`config.mk`:
```
export PLATFORM = sky130hd
export DESIGN_NAME = mem_bus_ctrl
export DESIGN_NICKNAME = d
export VERILOG_FILES = /design/src/rtl/mem_bus_ctrl.sv
export SDC_FILE = /design/constraint.sdc
export NUM_CORES = 1
export LEC_CHECK = 0
export ABC_AREA = 1
export ABC_CLOCK_PERIOD_IN_PS = 3550
export CAP_MARGIN = 20
export CORE_ASPECT_RATIO = 1.75
export CORE_UTILIZATION = 52
export CTS_CLUSTER_DIAMETER = 150
export DETAILED_ROUTE_END_ITERATION = 6
export PLACE_DENSITY = 0.93
export SLEW_MARGIN = 25
export SYNTH_ARGS = -nofsm -noshare
export SYNTH_HDL_FRONTEND = slang
export SYNTH_SLANG_ARGS = --single-unit
```
`constraint.sdc`:
```
create_clock -name clk -period 3.55 [get_ports clk]
set_input_delay 1.065 -clock clk [delete_from_list [all_inputs] [get_ports clk]]
set_output_delay 1.065 -clock clk [all_outputs]
set_load 0.005 [all_outputs]
```
`src/rtl/mem_bus_ctrl.sv`:
```
// Byte-wide external memory bus controller: two address phases on a shared 8-bit pin bus,
// then a data phase with wait states and timeout. The last high address byte is cached so
// accesses within the same 256-byte page skip the high-address phase.
module mem_bus_ctrl #(
  parameter int unsigned TIMEOUT = 255
) (
  input  logic        clk,
  input  logic        reset,
  input  logic        req,
  input  logic        write,
  input  logic [15:0] addr,
  input  logic [7:0]  wdata,
  output logic [7:0]  rdata,
  output logic        done,
  output logic        err,
  output logic        busy,
  input  logic [7:0]  bus_in,
  output logic [7:0]  bus_out,
  output logic        bus_oe,
  output logic        mem_ale,
  output logic        mem_ahi,
  output logic        mem_re,
  output logic        mem_we,
  input  logic        mem_wait
);

  typedef enum logic [2:0] {StIdle, StAddrHi, StAddrLo, StData, StDone} state_e;

  // Last DATA cycle index; the abort fires when the counter sits here with wait still high.
  localparam logic [7:0] TimeoutLast = 8'(TIMEOUT - 1);

  state_e      state_q, state_d;
  logic        write_q, write_d;
  logic [15:0] addr_q, addr_d;
  logic [7:0]  wdata_q, wdata_d;
  logic [7:0]  rdata_q, rdata_d;
  logic [7:0]  hi_q, hi_d;
  logic        hi_valid_q, hi_valid_d;
  logic [7:0]  cnt_q, cnt_d;
  logic        err_q, err_d;

  // State and datapath registers with synchronous reset.
  always_ff @(posedge clk) begin
    if (reset) begin
      state_q    <= StIdle;
      write_q    <= 1'b0;
      addr_q     <= 16'h0000;
      wdata_q    <= 8'h00;
      rdata_q    <= 8'h00;
      hi_q       <= 8'h00;
      hi_valid_q <= 1'b0;
      cnt_q      <= 8'h00;
      err_q      <= 1'b0;
    end else begin
      state_q    <= state_d;
      write_q    <= write_d;
      addr_q     <= addr_d;
      wdata_q    <= wdata_d;
      rdata_q    <= rdata_d;
      hi_q       <= hi_d;
      hi_valid_q <= hi_valid_d;
      cnt_q      <= cnt_d;
      err_q      <= err_d;
    end
  end

  // Next-state, request capture, page cache and wait/timeout handling.
  always_comb begin
    state_d    = state_q;
    write_d    = write_q;
    addr_d     = addr_q;
    wdata_d    = wdata_q;
    rdata_d    = rdata_q;
    hi_d       = hi_q;
    hi_valid_d = hi_valid_q;
    cnt_d      = cnt_q;
    err_d      = err_q;
    unique case (state_q)
      StIdle: begin
        if (req) begin
          write_d = write;
          addr_d  = addr;
          wdata_d = wdata;
          err_d   = 1'b0;
          state_d = (hi_valid_q && (addr[15:8] == hi_q)) ? StAddrLo : StAddrHi;
        end
      end
      StAddrHi: begin
        hi_d       = addr_q[15:8];
        hi_valid_d = 1'b1;
        state_d    = StAddrLo;
      end
      StAddrLo: begin
        cnt_d   = 8'h00;
        state_d = StData;
      end
      StData: begin
        if (!mem_wait) begin
          if (!write_q) rdata_d = bus_in;
          state_d = StDone;
        end else if (cnt_q == TimeoutLast) begin
          // Abort: the page the device was left on is unknown, so drop the cache.
          err_d      = 1'b1;
          rdata_d    = 8'h00;
          hi_valid_d = 1'b0;
          state_d    = StDone;
        end else begin
          cnt_d = cnt_q + 8'h01;
        end
      end
      StDone: state_d = StIdle;
      default: state_d = StIdle;
    endcase
  end

  // Pin and core outputs decoded from registered state only.
  always_comb begin
    bus_out = 8'h00;
    bus_oe  = 1'b0;
    mem_ale = 1'b0;
    mem_ahi = 1'b0;
    mem_re  = 1'b0;
    mem_we  = 1'b0;
    done    = 1'b0;
    err     = 1'b0;
    busy    = (state_q != StIdle);
    rdata   = rdata_q;
    unique case (state_q)
      StAddrHi: begin
        bus_out = addr_q[15:8];
        bus_oe  = 1'b1;
        mem_ale = 1'b1;
        mem_ahi = 1'b1;
      end
      StAddrLo: begin
        bus_out = addr_q[7:0];
        bus_oe  = 1'b1;
        mem_ale = 1'b1;
      end
      StData: begin
        if (write_q) begin
          bus_out = wdata_q;
          bus_oe  = 1'b1;
          mem_we  = 1'b1;
        end else begin
          mem_re = 1'b1;
        end
      end
      StDone: begin
        done = 1'b1;
        err  = err_q;
      end
      default: ;
    endcase
  end

endmodule

```
== Word level (Yosys, flattened, before mapping) ==
Cells that the tools add are included.

* ROM bits: 0
* Output and inout bits: 24
* Flip-flop bits (word level): 54
* Bits in writable memories: 0
* Word-level logic and storage cells: 65
* Memories kept: 0
* Latch bits: 0
* Input bits: 37

* Shift operators: 0
* Reductions and logical operators: 13
* Bitwise gates (word level): 0
* Multipliers: 0
* $add $sub $neg: 1
* Multiplexer cells: 29
* Magnitude comparators: 0
* Divide/modulo/power cells: 0
* Equal/unequal tests: 13

{| class="wikitable"
|+ Operators by type and width
! cell !! count
|-
| 8-bit two-way mux || 6
|-
| 8-bit case mux with 3 select lines || 1
|-
| 8-bit case mux with 2 select lines || 1
|-
| 1-bit two-way mux || 13
|-
| 3-bit case mux with 4 select lines || 1
|-
| 2-bit != test, second input constant || 5
|-
| 3-bit two-way mux || 3
|-
| 3-bit AND reduction || 3
|-
| 8-bit by 1-bit adder with 8-bit output, second input constant || 1
|-
| 8-bit equality test || 1
|-
| 8-bit equality test, second input constant || 1
|-
| 3-bit by 2-bit equality test with 1-bit output, second input constant || 2
|-
| 1-bit case mux with 2 select lines || 3
|-
| 2-bit nonzero test || 3
|-
| 2-bit AND reduction || 2
|-
| 4-bit AND reduction || 1
|-
| 3-bit by 1-bit equality test with 1-bit output, second input constant || 1
|-
| 3-bit equality test, second input constant || 1
|-
| 3-bit zero test || 1
|-
| 3-bit != test, second input constant || 1
|-
| 3-bit nonzero test || 1
|-
| 2-bit two-way mux || 1
|-
| 2-bit by 1-bit != test with 1-bit output, second input constant || 1
|-
| 2-bit OR reduction || 1
|-
| 1-bit logical AND || 1
|}

== Longest topological paths before layout ==
Gate-level depths: netlist of the first run.

* Depth after elaboration: 5
* Gate-level depth with buffers: 11
* Depth with buffers taken out: 11

== Least setup slack after synthesis of the first run ==
Ideal clock, no wire load.

* Path type: reg2out
* Start point: register state_q[1]
* End point: output port bus_out[0]
* Arrival time: 1.219 ns
* Cell stages (with the launch flop): 5
* Buffers on the path: 0
* Path slack: 1.266 ns
* Data required time: 2.485 ns
* Cell sequence: dfxtp_1 -> nand3_2 -> nor2_1 -> clkinv_1 -> o221ai_1

* Longest elaborated chain between the ends: 2
* Elaborated cells on any way between the ends: 4
* Those cells by class: eq/ne (3); mux (1)

{| class="wikitable"
|+ Ends and longest elaborated chain
! what !! RTL line !! RTL
|-
| start, declared || 32 || <nowiki>state_e state_q, state_d;</nowiki>
|-
| start signal, assigned || 45 || <nowiki>state_q <= StIdle;</nowiki>
|-
| start signal, assigned || 55 || <nowiki>state_q <= state_d;</nowiki>
|-
| 3-bit by 2-bit equality test with 1-bit output or 3-bit by 1-bit equality test with 1-bit output (tied branches) || 128 || <nowiki>unique case (state_q)</nowiki>
|-
| 8-bit case mux with 3 select lines (*) || 128 ||
|-
| end, declared || 18 || <nowiki>output logic [7:0] bus_out,</nowiki>
|}

Mark *: on every way between the ends. The rest lies on a longest branch, timed or not.

== Worst setup path after layout of the first run ==
* Start point: register state_q[1]
* End point: output port bus_out[1]

Same word-level chain as after synthesis.

==> flow_metrics.env, run 1 <==
export IMPL_ys_types=34
export IMPL_grt_pass1_wl_um=9320
export IMPL_cts_buffers=5
export IMPL_viasPerCell=5.37
export IMPL_clkPwrFrac_pct=25.0
export IMPL_clock_fmax_mhz=298
export IMPL_postCtsSetupRepairBufs=0
export IMPL_combPwrFrac_pct=24.7
export IMPL_hold_end="wdata_q[5]$_SDFFE_PP0P_"
export IMPL_instances_no_fill=438
export IMPL_syn_to_final_growth_pct=30.5
export IMPL_arrival_ps=2290
export IMPL_cellInternalPower_uw=968
export IMPL_peakVddDrop_uv=316
export IMPL_netlist_area_um2=2410
export IMPL_slowest_delay_ps=560
export IMPL_finalPower_uw=1370
export IMPL_start_util_pct=54.3
export IMPL_synth_area_leaders="dfxtp_1, nand2_1, a21oi_1"
export IMPL_syn_num_nets=366
export IMPL_drt_iter0_drc=80
export IMPL_postSynthCellCount=327
export IMPL_rows=32
export IMPL_cts_tree="built"
export IMPL_nets=425
export IMPL_post_dp_hpwl_um=4260
export IMPL_report_final_slew_viol_count=0
export IMPL_worst_path_buf_inv=2
export IMPL_setup_worst_path_end_class="output pin"
export IMPL_drive_above_1_share_pct=7.75
export IMPL_avgSynthCellArea_um2=7.38
export IMPL_synthFlopType="dfxtp_1"
export IMPL_power_density_cell_area_nw_per_um2=435
export IMPL_fp_dieH_um=92.2
export IMPL_r2r_cells=5
export IMPL_portBuffers=60
export IMPL_htree_levels=2
export IMPL_pin_count=61
export IMPL_hold_slack_ps=460
export IMPL_grt_setup_unrepaired="false"
export IMPL_setup_slack_ps=191
export IMPL_r2r_end="cnt_q[3]$_SDFFE_PP0P_"
export IMPL_required_ps=2480
export IMPL_vias=2353
export IMPL_yosysMostFrequentCell="nand2_1"
export IMPL_cp_cell_sequence="nand3_2 > nor2_1 > clkinv_1 > o221ai_1 > clkdlybuf4s50_1"
export IMPL_setup_viol=0
export IMPL_wl_per_cell_um=13.2
export IMPL_grt_pass1_vias=2181
export IMPL_fp_coreArea_um2=4440
export IMPL_cts_resized_gates=0
export IMPL_yosys_top_cells_count="nand2_1, dfxtp_1, a21oi_1"
export IMPL_r2r_slack_ps=1870
export IMPL_crit_fanout=9
export IMPL_worstSkewPairLatency_ps=300
export IMPL_antenna_cells=0
export IMPL_p_switching_uw=401
export IMPL_fin_crit_ps=3360
export IMPL_dpl_cell_count=430
export IMPL_grtUsageTotal_pct=25.2
export IMPL_cts_buffer_depth=2
export IMPL_yosys_area_top_type_share_pct=44.8
export IMPL_drv_cap=0
export IMPL_clock_skew_ps=5.75
export IMPL_routed_wl_um=5790
export IMPL_drt_pass1_iterations=5
export IMPL_cellLeakagePower_uw=0.00122
export IMPL_die_w_um=53.5
export IMPL_seq_area_frac_synth_pct=44.8
export IMPL_ys_seq_elements=54
export IMPL_route_detailed_drc=0
export IMPL_path_class="register to output pin"
export IMPL_cp_top_family="buffers and inverters"
export IMPL_die_area_um2=4930
export IMPL_fin_crit_sh_pct=94.6
export IMPL_async_reset_ff_share_pct=0
export IMPL_overflow=0
export IMPL_grt_max_degree=32
export IMPL_gp_congestion=0.874
export IMPL_root_buffer="clkbuf_8"
export IMPL_clkTransAtPathRegs_ps=80
export IMPL_status="completed"
export IMPL_yosysTopAreaCell="dfxtp_1"
export IMPL_synth_edf_count=0
export IMPL_pre_cts_ws_ps=510
export IMPL_p_sw_share_pct=29.3
export IMPL_worst_slew_pin_slew_ps=564
export IMPL_finalHoldViolCount=0
export IMPL_slew_headroom_pct=62.3
export IMPL_grt_antenna_before_repair=0
export IMPL_critPathLaunchType="register"
export IMPL_cts_sinks=54
export IMPL_yosys_warnings=0
export IMPL_hold_path_startpoint="wdata_q[5]$_SDFFE_PP0P_"
export IMPL_min_path_cells=2
export IMPL_crit_slowest_cell="clkdlybuf4s50_1"
export IMPL_worstHoldPathType="register to register"
export IMPL_r2r_start="state_q[1]$_SDFFE_PP0P_"
export IMPL_fin_tns_setup_ps=0
export IMPL_holdBufCountCts=0
export IMPL_p_seq_share_pct=50.3
export IMPL_ant_nets=0
-- per-layer routing --
metal  up-vias  wire length [um]  track usage, %
li1       1186                 -               -
met3        19               274            4.48
met2        73              3060            43.5
met4         0               217            13.6
met5         -                 0               0
met1      1075              2240            27.4
-- layout make-up --
cell class | count | area [um2]
timing repair buffer | 64 | 631
clock buffer | 7 | 86.3
clock inverter | 1 | 5.00
fill | 332 | 1290
tap | 51 | 63.8
multi-input combinational | 216 | 1110
inverter | 45 | 171
sequential | 54 | 1080
-- through the flow --
stage	cell area (um2)	utilization, %
CTS	3150	70.9
floorplan	2410	-
detailed placement	3060	68.8
finish	3150	70.9
global placement	3060	68.8
global route	3150	70.9
-- power by group through the flow --
stage	clock network (uW)	logic, uW	registers [uW]
floorplan	0	195	696
global placement	0	331	699
detailed placement	0	337	702
CTS	353	338	688
global route	378	372	696
finish	342	338	689
-- logic make-up after synthesis --
kind of cell,synth area share [%]
adders and majority gates,1.04
xor gates and xnor gates,1.09
buffers and inverters,9.17
DFF,44.8
AOI/OAI and AO/OA,18.1
and+or+nand+nor,25.8
-- registers in the layout (all words and copies together) (netlist names) --
name,flops
rdata,8
hi_valid_q,1
err_q,1
write_q,1
cnt_q,8
hi_q,8
addr_q,16
wdata_q,8
state_q,3
-- how the worst max path moves through the flow --
| stage | startpoint | end | slack, ps | cells past startpoint |
|---|---|---|---|---|
| 2_1_floorplan | state_q[1]$_SDFFE_PP0P_ | bus_out[0] | 1270 | 4 |
| 3_3_place_gp | state_q[1]$_SDFFE_PP0P_ | bus_out[1] | 640 | 5 |
| 3_5_place_dp | state_q[1]$_SDFFE_PP0P_ | bus_out[1] | 510 | 5 |
| 4_1_cts | state_q[1]$_SDFFE_PP0P_ | bus_out[1] | 180 | 5 |
| 5_1_grt | state_q[2]$_SDFFE_PP0P_ | bus_out[7] | 40 | 6 |
| 6_report | state_q[1]$_SDFFE_PP0P_ | bus_out[1] | 190 | 5 |
-- cells in the final DEF (no fill, tap or decap), drive strengths merged, types with 4 or more instances in the layout --
master         instances
a21oi                 51
buf                    4
clkbuf                 7
clkdlybuf4s50         60
dfxtp                 54
inv                   44
nand2                 78
nand3                 17
nand4                  4
nor2                  17
nor3                   4
o21ai                 21
o221ai                 8
or2                    4
-- worst reg2reg max path, stage by stage (launching register included) --
cell and delay, ps:
dfxtp_1 490, nand3_1 460, nand2_4 320, inv_4 70, nor3b_1 180, nor2_1 60
Note: power is estimated with default switching activity, not from simulation.
==> run 2: changes to the inputs <==
--- a/config.mk
+++ b/config.mk
@@ -8,10 +8,11 @@
 export ABC_AREA = 1
 export ABC_CLOCK_PERIOD_IN_PS = 3550
 export CAP_MARGIN = 20
-export CORE_ASPECT_RATIO = 1.75
+export CORE_ASPECT_RATIO = 0.5
 export CORE_UTILIZATION = 52
 export CTS_CLUSTER_DIAMETER = 150
 export DETAILED_ROUTE_END_ITERATION = 6
+export GPL_TIMING_DRIVEN = 0
 export PLACE_DENSITY = 0.93
 export SLEW_MARGIN = 25
 export SYNTH_ARGS = -nofsm -noshare
==> flow_metrics.env, run 2 (synthesis results as in run 1) <==
export IMPL_p_seq_share_pct=49.2
export IMPL_slew_headroom_pct=64.6
export IMPL_hold_end="addr_q[1]$_SDFFE_PP0P_"
export IMPL_grt_antenna_before_repair=0
export IMPL_syn_to_final_growth_pct=31.3
export IMPL_ant_nets=0
export IMPL_grtUsageTotal_pct=29.7
export IMPL_worst_slew_pin_slew_ps=531
export IMPL_cts_resized_gates=0
export IMPL_cts_sinks=54
export IMPL_drv_cap=0
export IMPL_finalHoldViolCount=0
export IMPL_peakVddDrop_uv=213
export IMPL_setup_viol=0
export IMPL_route_detailed_drc=1
export IMPL_vias=2502
export IMPL_combPwrFrac_pct=25.2
export IMPL_rows=17
export IMPL_post_dp_hpwl_um=4780
export IMPL_cp_cell_sequence="inv_2 > nor3_4 > nand2_1 > o221ai_1 > clkdlybuf4s50_1"
export IMPL_fin_tns_setup_ps=0
export IMPL_violations="design-rule violations"
export IMPL_antenna_cells=0
export IMPL_fin_crit_ps=3260
export IMPL_power_density_cell_area_nw_per_um2=443
export IMPL_clock_skew_ps=7.92
export IMPL_crit_slowest_cell="clkdlybuf4s50_1"
export IMPL_regMostFlops="addr_q"
export IMPL_crit_fanout=10
export IMPL_clkTransAtPathRegs_ps=100
export IMPL_min_path_cells=2
export IMPL_postCtsSetupRepairBufs=0
export IMPL_worstHoldPathType="register to register"
export IMPL_fp_dieH_um=50.2
export IMPL_clock_fmax_mhz=307
export IMPL_setup_slack_ps=292
export IMPL_r2r_cells=5
export IMPL_portBuffers=59
export IMPL_setup_worst_path_end_class="output pin"
export IMPL_pre_cts_ws_ps=497
export IMPL_layout_common_cells="nand2_1, clkdlybuf4s50_1, dfxtp_1"
export IMPL_cp_top_family="buffers and inverters"
export IMPL_required_ps=2480
export IMPL_pin_count=61
export IMPL_fp_coreArea_um2=4420
export IMPL_drt_iter0_drc=212
export IMPL_grt_max_degree=17
export IMPL_finalInstanceArea_um2=3170
export IMPL_die_area_um2=4940
export IMPL_start_util_pct=54.6
export IMPL_slowest_delay_ps=580
export IMPL_critPathLaunchType="register"
export IMPL_grt_setup_unrepaired="false"
export IMPL_gp_congestion=0.837
export IMPL_cellInternalPower_uw=965
export IMPL_report_final_slew_viol_count=0
export IMPL_p_sw_share_pct=31.2
export IMPL_drive_above_1_share_pct=8.12
export IMPL_r2r_slack_ps=1840
export IMPL_die_w_um=98.4
export IMPL_drt_pass1_iterations=7
export IMPL_cts_buffer_depth=2
export IMPL_holdBufCountCts=0
export IMPL_worstSkewPairLatency_ps=310
export IMPL_final_common_cell="nand2_1"
export IMPL_path_class="register to output pin"
export IMPL_grt_pass1_vias=2441
export IMPL_root_buffer="clkbuf_8"
export IMPL_htree_levels=2
export IMPL_viasPerCell=5.55
export IMPL_routed_wl_um=6770
export IMPL_cts_tree="built"
export IMPL_r2r_start="state_q[0]$_SDFFE_PP0P_"
export IMPL_place_area_um2=3080
export IMPL_clkPwrFrac_pct=25.6
export IMPL_p_switching_uw=439
export IMPL_fin_crit_sh_pct=91.8
export IMPL_cellLeakagePower_uw=0.00122
export IMPL_wl_per_cell_um=15.0
export IMPL_status="finished with violations"
export IMPL_worst_path_buf_inv=2
export IMPL_startpoint="state_q[0]$_SDFFE_PP0P_"
export IMPL_cts_buffers=5
export IMPL_grt_pass1_wl_um=11200
export IMPL_cp_depth=5
export IMPL_largest_reg_flops=16
export IMPL_overflow=0
export IMPL_nets=432
export IMPL_arrival_ps=2190
export IMPL_hold_path_startpoint="addr_q[1]$_SDFFE_PP0P_"
export IMPL_r2r_end="addr_q[5]$_SDFFE_PP0P_"
run 2: through the flow:
step	util [%]	hold WS, ps	power (uW)	std cells
finish	71.7	461	1400	451
global route	71.7	487	1470	451
CTS	71.7	460	1400	451
detailed placement	69.5	447	1040	443
global placement	69.5	440	1030	443
floorplan	-	429	891	327
run 2: cell type report:
| type | count | area (um2) |
|---|---|---|
| fill | 322 | 1250 |
| clock inverter | 2 | 12.5 |
| multi-input combinational | 216 | 1110 |
| timing repair buffer | 59 | 591 |
| sequential | 54 | 1080 |
| clock buffer | 6 | 82.6 |
| inverter | 45 | 171 |
| tap | 57 | 71.3 |
| buffer | 12 | 50.0 |
run 2: worst max-delay path by stage:
stage                     slack (ps)         end
after floorplan                 1270  bus_out[0]
after global placement           530  bus_out[6]
after detailed placement         500  bus_out[6]
after CTS                        140  bus_out[3]
after global routing             210  bus_out[6]
final                            290  bus_out[3]
run 2: power by group through the flow:
stage | Sequential, uW | Clock, uW | Combinational, uW
6_report | 690 | 359 | 354
3_5_place_dp | 703 | 0 | 342
5_1_grt | 696 | 387 | 384
2_1_floorplan | 696 | 0 | 195
4_1_cts | 689 | 359 | 348
3_3_place_gp | 699 | 0 | 328
run 2: per-layer routing:
layer / vias up / share of wire, % / global-route usage (%)
met4: 0 / 2.7 / 15.4
met1: 1141 / 42 / 36.1
met2: 127 / 47 / 50.8
met3: 25 / 8.2 / 6.27
met5: - / 0 / 0
li1: 1209 / - / -
run 2: worst min-delay path: stages, from the launching register on:
cell and delay (ps):
dfxtp_1 310, inv_1 60, a21oi_1 50
==> run 3: changes to the inputs <==
--- a/config.mk
+++ b/config.mk
@@ -6,14 +6,14 @@
 export NUM_CORES = 1
 export LEC_CHECK = 0
 export ABC_AREA = 1
-export ABC_CLOCK_PERIOD_IN_PS = 3550
+export ABC_CLOCK_PERIOD_IN_PS = 3300
 export CAP_MARGIN = 20
 export CORE_ASPECT_RATIO = 0.5
-export CORE_UTILIZATION = 52
+export CORE_UTILIZATION = 49
 export CTS_CLUSTER_DIAMETER = 150
 export DETAILED_ROUTE_END_ITERATION = 6
 export GPL_TIMING_DRIVEN = 0
-export PLACE_DENSITY = 0.93
+export PLACE_DENSITY = 0.89
 export SLEW_MARGIN = 25
 export SYNTH_ARGS = -nofsm -noshare
 export SYNTH_HDL_FRONTEND = slang
==> constraint.sdc (replaced) <==
create_clock -name clk -period 3.3 [get_ports clk]
set_input_delay 0.99 -clock clk [delete_from_list [all_inputs] [get_ports clk]]
set_output_delay 0.99 -clock clk [all_outputs]
set_load 0.005 [all_outputs]
==> flow_metrics.env, run 3 (synthesis results as in run 1) <==
export IMPL_slew_headroom_pct=63.6
export IMPL_fin_util_pct=69.8
export IMPL_worst_slew_pin_slew_ps=546
export IMPL_cts_tree="built"
export IMPL_clock_skew_ps=13.8
export IMPL_nets=432
export IMPL_grtUsageTotal_pct=26.6
export IMPL_rows=17
export IMPL_route_detailed_drc=0
export IMPL_setup_worst_path_end_class="output pin"
export IMPL_drt_pass1_iterations=5
export IMPL_die_w_um=101
export IMPL_pre_cts_ws_ps=289
export IMPL_crit_fanout=10
export IMPL_ant_nets=0
export IMPL_power_density_cell_area_nw_per_um2=476
export IMPL_wl_per_cell_um=14.7
export IMPL_grt_max_degree=16
export IMPL_grt_setup_unrepaired="false"
export IMPL_postCtsSetupRepairBufs=0
export IMPL_grt_pass1_wl_um=10400
export IMPL_cts_buffer_depth=2
export IMPL_cts_buffers=5
export IMPL_drive_above_1_share_pct=8.38
export IMPL_drt_iter0_drc=157
export IMPL_finalHoldViolCount=0
export IMPL_required_ps=2310
export IMPL_viasPerCell=5.47
export IMPL_largest_reg_flops=16
export IMPL_instances_no_fill=460
export IMPL_overflow=0
export IMPL_fp_dieH_um=51.6
export IMPL_cts_sinks=54
export IMPL_status="completed"
export IMPL_portBuffers=59
export IMPL_syn_to_final_growth_pct=32.2
export IMPL_regMostFlops="addr_q"
export IMPL_final_common_cell="nand2_1"
export IMPL_fin_crit_sh_pct=95.5
export IMPL_clock_fmax_mhz=317
export IMPL_antenna_cells=0
export IMPL_routed_wl_um=6740
export IMPL_pin_count=61
export IMPL_htree_levels=2
export IMPL_clkTransAtPathRegs_ps=90
export IMPL_worstSkewPairLatency_ps=320
export IMPL_setup_slack_ps=149
export IMPL_report_final_slew_viol_count=0
export IMPL_dpl_cell_count=452
export IMPL_gp_congestion=0.837
export IMPL_peakVddDrop_uv=213
export IMPL_start_util_pct=52.8
export IMPL_cellLeakagePower_uw=0.00122
export IMPL_path_class="register to output pin"
export IMPL_layout_common_cells="nand2_1, clkdlybuf4s50_1, dfxtp_1"
export IMPL_root_buffer="clkbuf_8"
export IMPL_finalPower_uw=1520
export IMPL_arrival_ps=2160
export IMPL_die_area_um2=5230
export IMPL_setup_viol=0
export IMPL_post_dp_hpwl_um=4900
export IMPL_drv_cap=0
export IMPL_fin_crit_ps=3150
export IMPL_grt_antenna_before_repair=0
export IMPL_critPathLaunchType="register"
export IMPL_worstHoldPathType="register to register"
export IMPL_fp_coreArea_um2=4570
export IMPL_grt_pass1_vias=2326
export IMPL_fin_tns_setup_ps=0
export IMPL_vias=2518
[run 3: cell count changes in the layout (fill, tap and decap cells not counted), sizes merged]
cell | before | now
inv | 45 | 44
clkinv | 1 | 2
clkbuf | 11 | 12
clkinvlp | 1 | 0
[run 3: stage by stage]
stage / instance area (um2) / hold WS, ps
floorplan: 2410 / 429
global placement: 3090 / 440
detailed placement: 3090 / 449
CTS: 3180 / 462
global route: 3190 / 482
finish: 3190 / 466
[run 3: path summary, 6_finish.rpt]
kind,cells after the start,startpoint,end,slack (ps)
hold / removal,2,wdata_q[1]$_SDFFE_PP0P_,wdata_q[1]$_SDFFE_PP0P_,470
setup / recovery,7,state_q[0]$_SDFFE_PP0P_,bus_oe,150
setup reg to reg,8,cnt_q[2]$_SDFFE_PP0P_,state_q[0]$_SDFFE_PP0P_,1630
hold reg to reg,2,wdata_q[1]$_SDFFE_PP0P_,wdata_q[1]$_SDFFE_PP0P_,470
[run 3: layout make-up]
class | count | area, um2
Multi-Input combinational cell | 216 | 1120
Tap cell | 66 | 82.6
Clock buffer | 7 | 86.3
Inverter | 45 | 173
Clock inverter | 1 | 5.00
Sequential cell | 54 | 1080
Timing Repair Buffer | 59 | 591
Buffer | 12 | 50.0
Fill cell | 357 | 1380
[run 3: layer usage]
metal	global-route usage (%)	vias up	routed length [um]
met2	43.9	101	3230
met3	5.51	21	512
met4	13.3	0	181
li1	-	1204	-
met1	33.6	1192	2820
met5	0	-	0
[run 3: repair_timing]
item / 4_1_cts / 5_1_grt
setup endpoints to repair: 8 / 8
gates resized for setup: 1 / 3
hold buffers: 0 / 0
[run 3: critical path: stages, from the launching register on]
cell             delay, ps
dfxtp_1                470
inv_2                   90
nor3_4                 370
inv_2                  210
nand2_2                120
inv_2                   50
nand2_1                 50
clkdlybuf4s50_1        490
[run 3: power breakdown]
| group | switching (uW) | leakage (uW) | internal [uW] |
|---|---|---|---|
| Sequential | 32.7 | 0.000442 | 711 |
| Clock | 224 | 0.0000482 | 170 |
| Combinational | 222 | 0.000731 | 160 |
| Total | 480 | 0.00122 | 1040 |
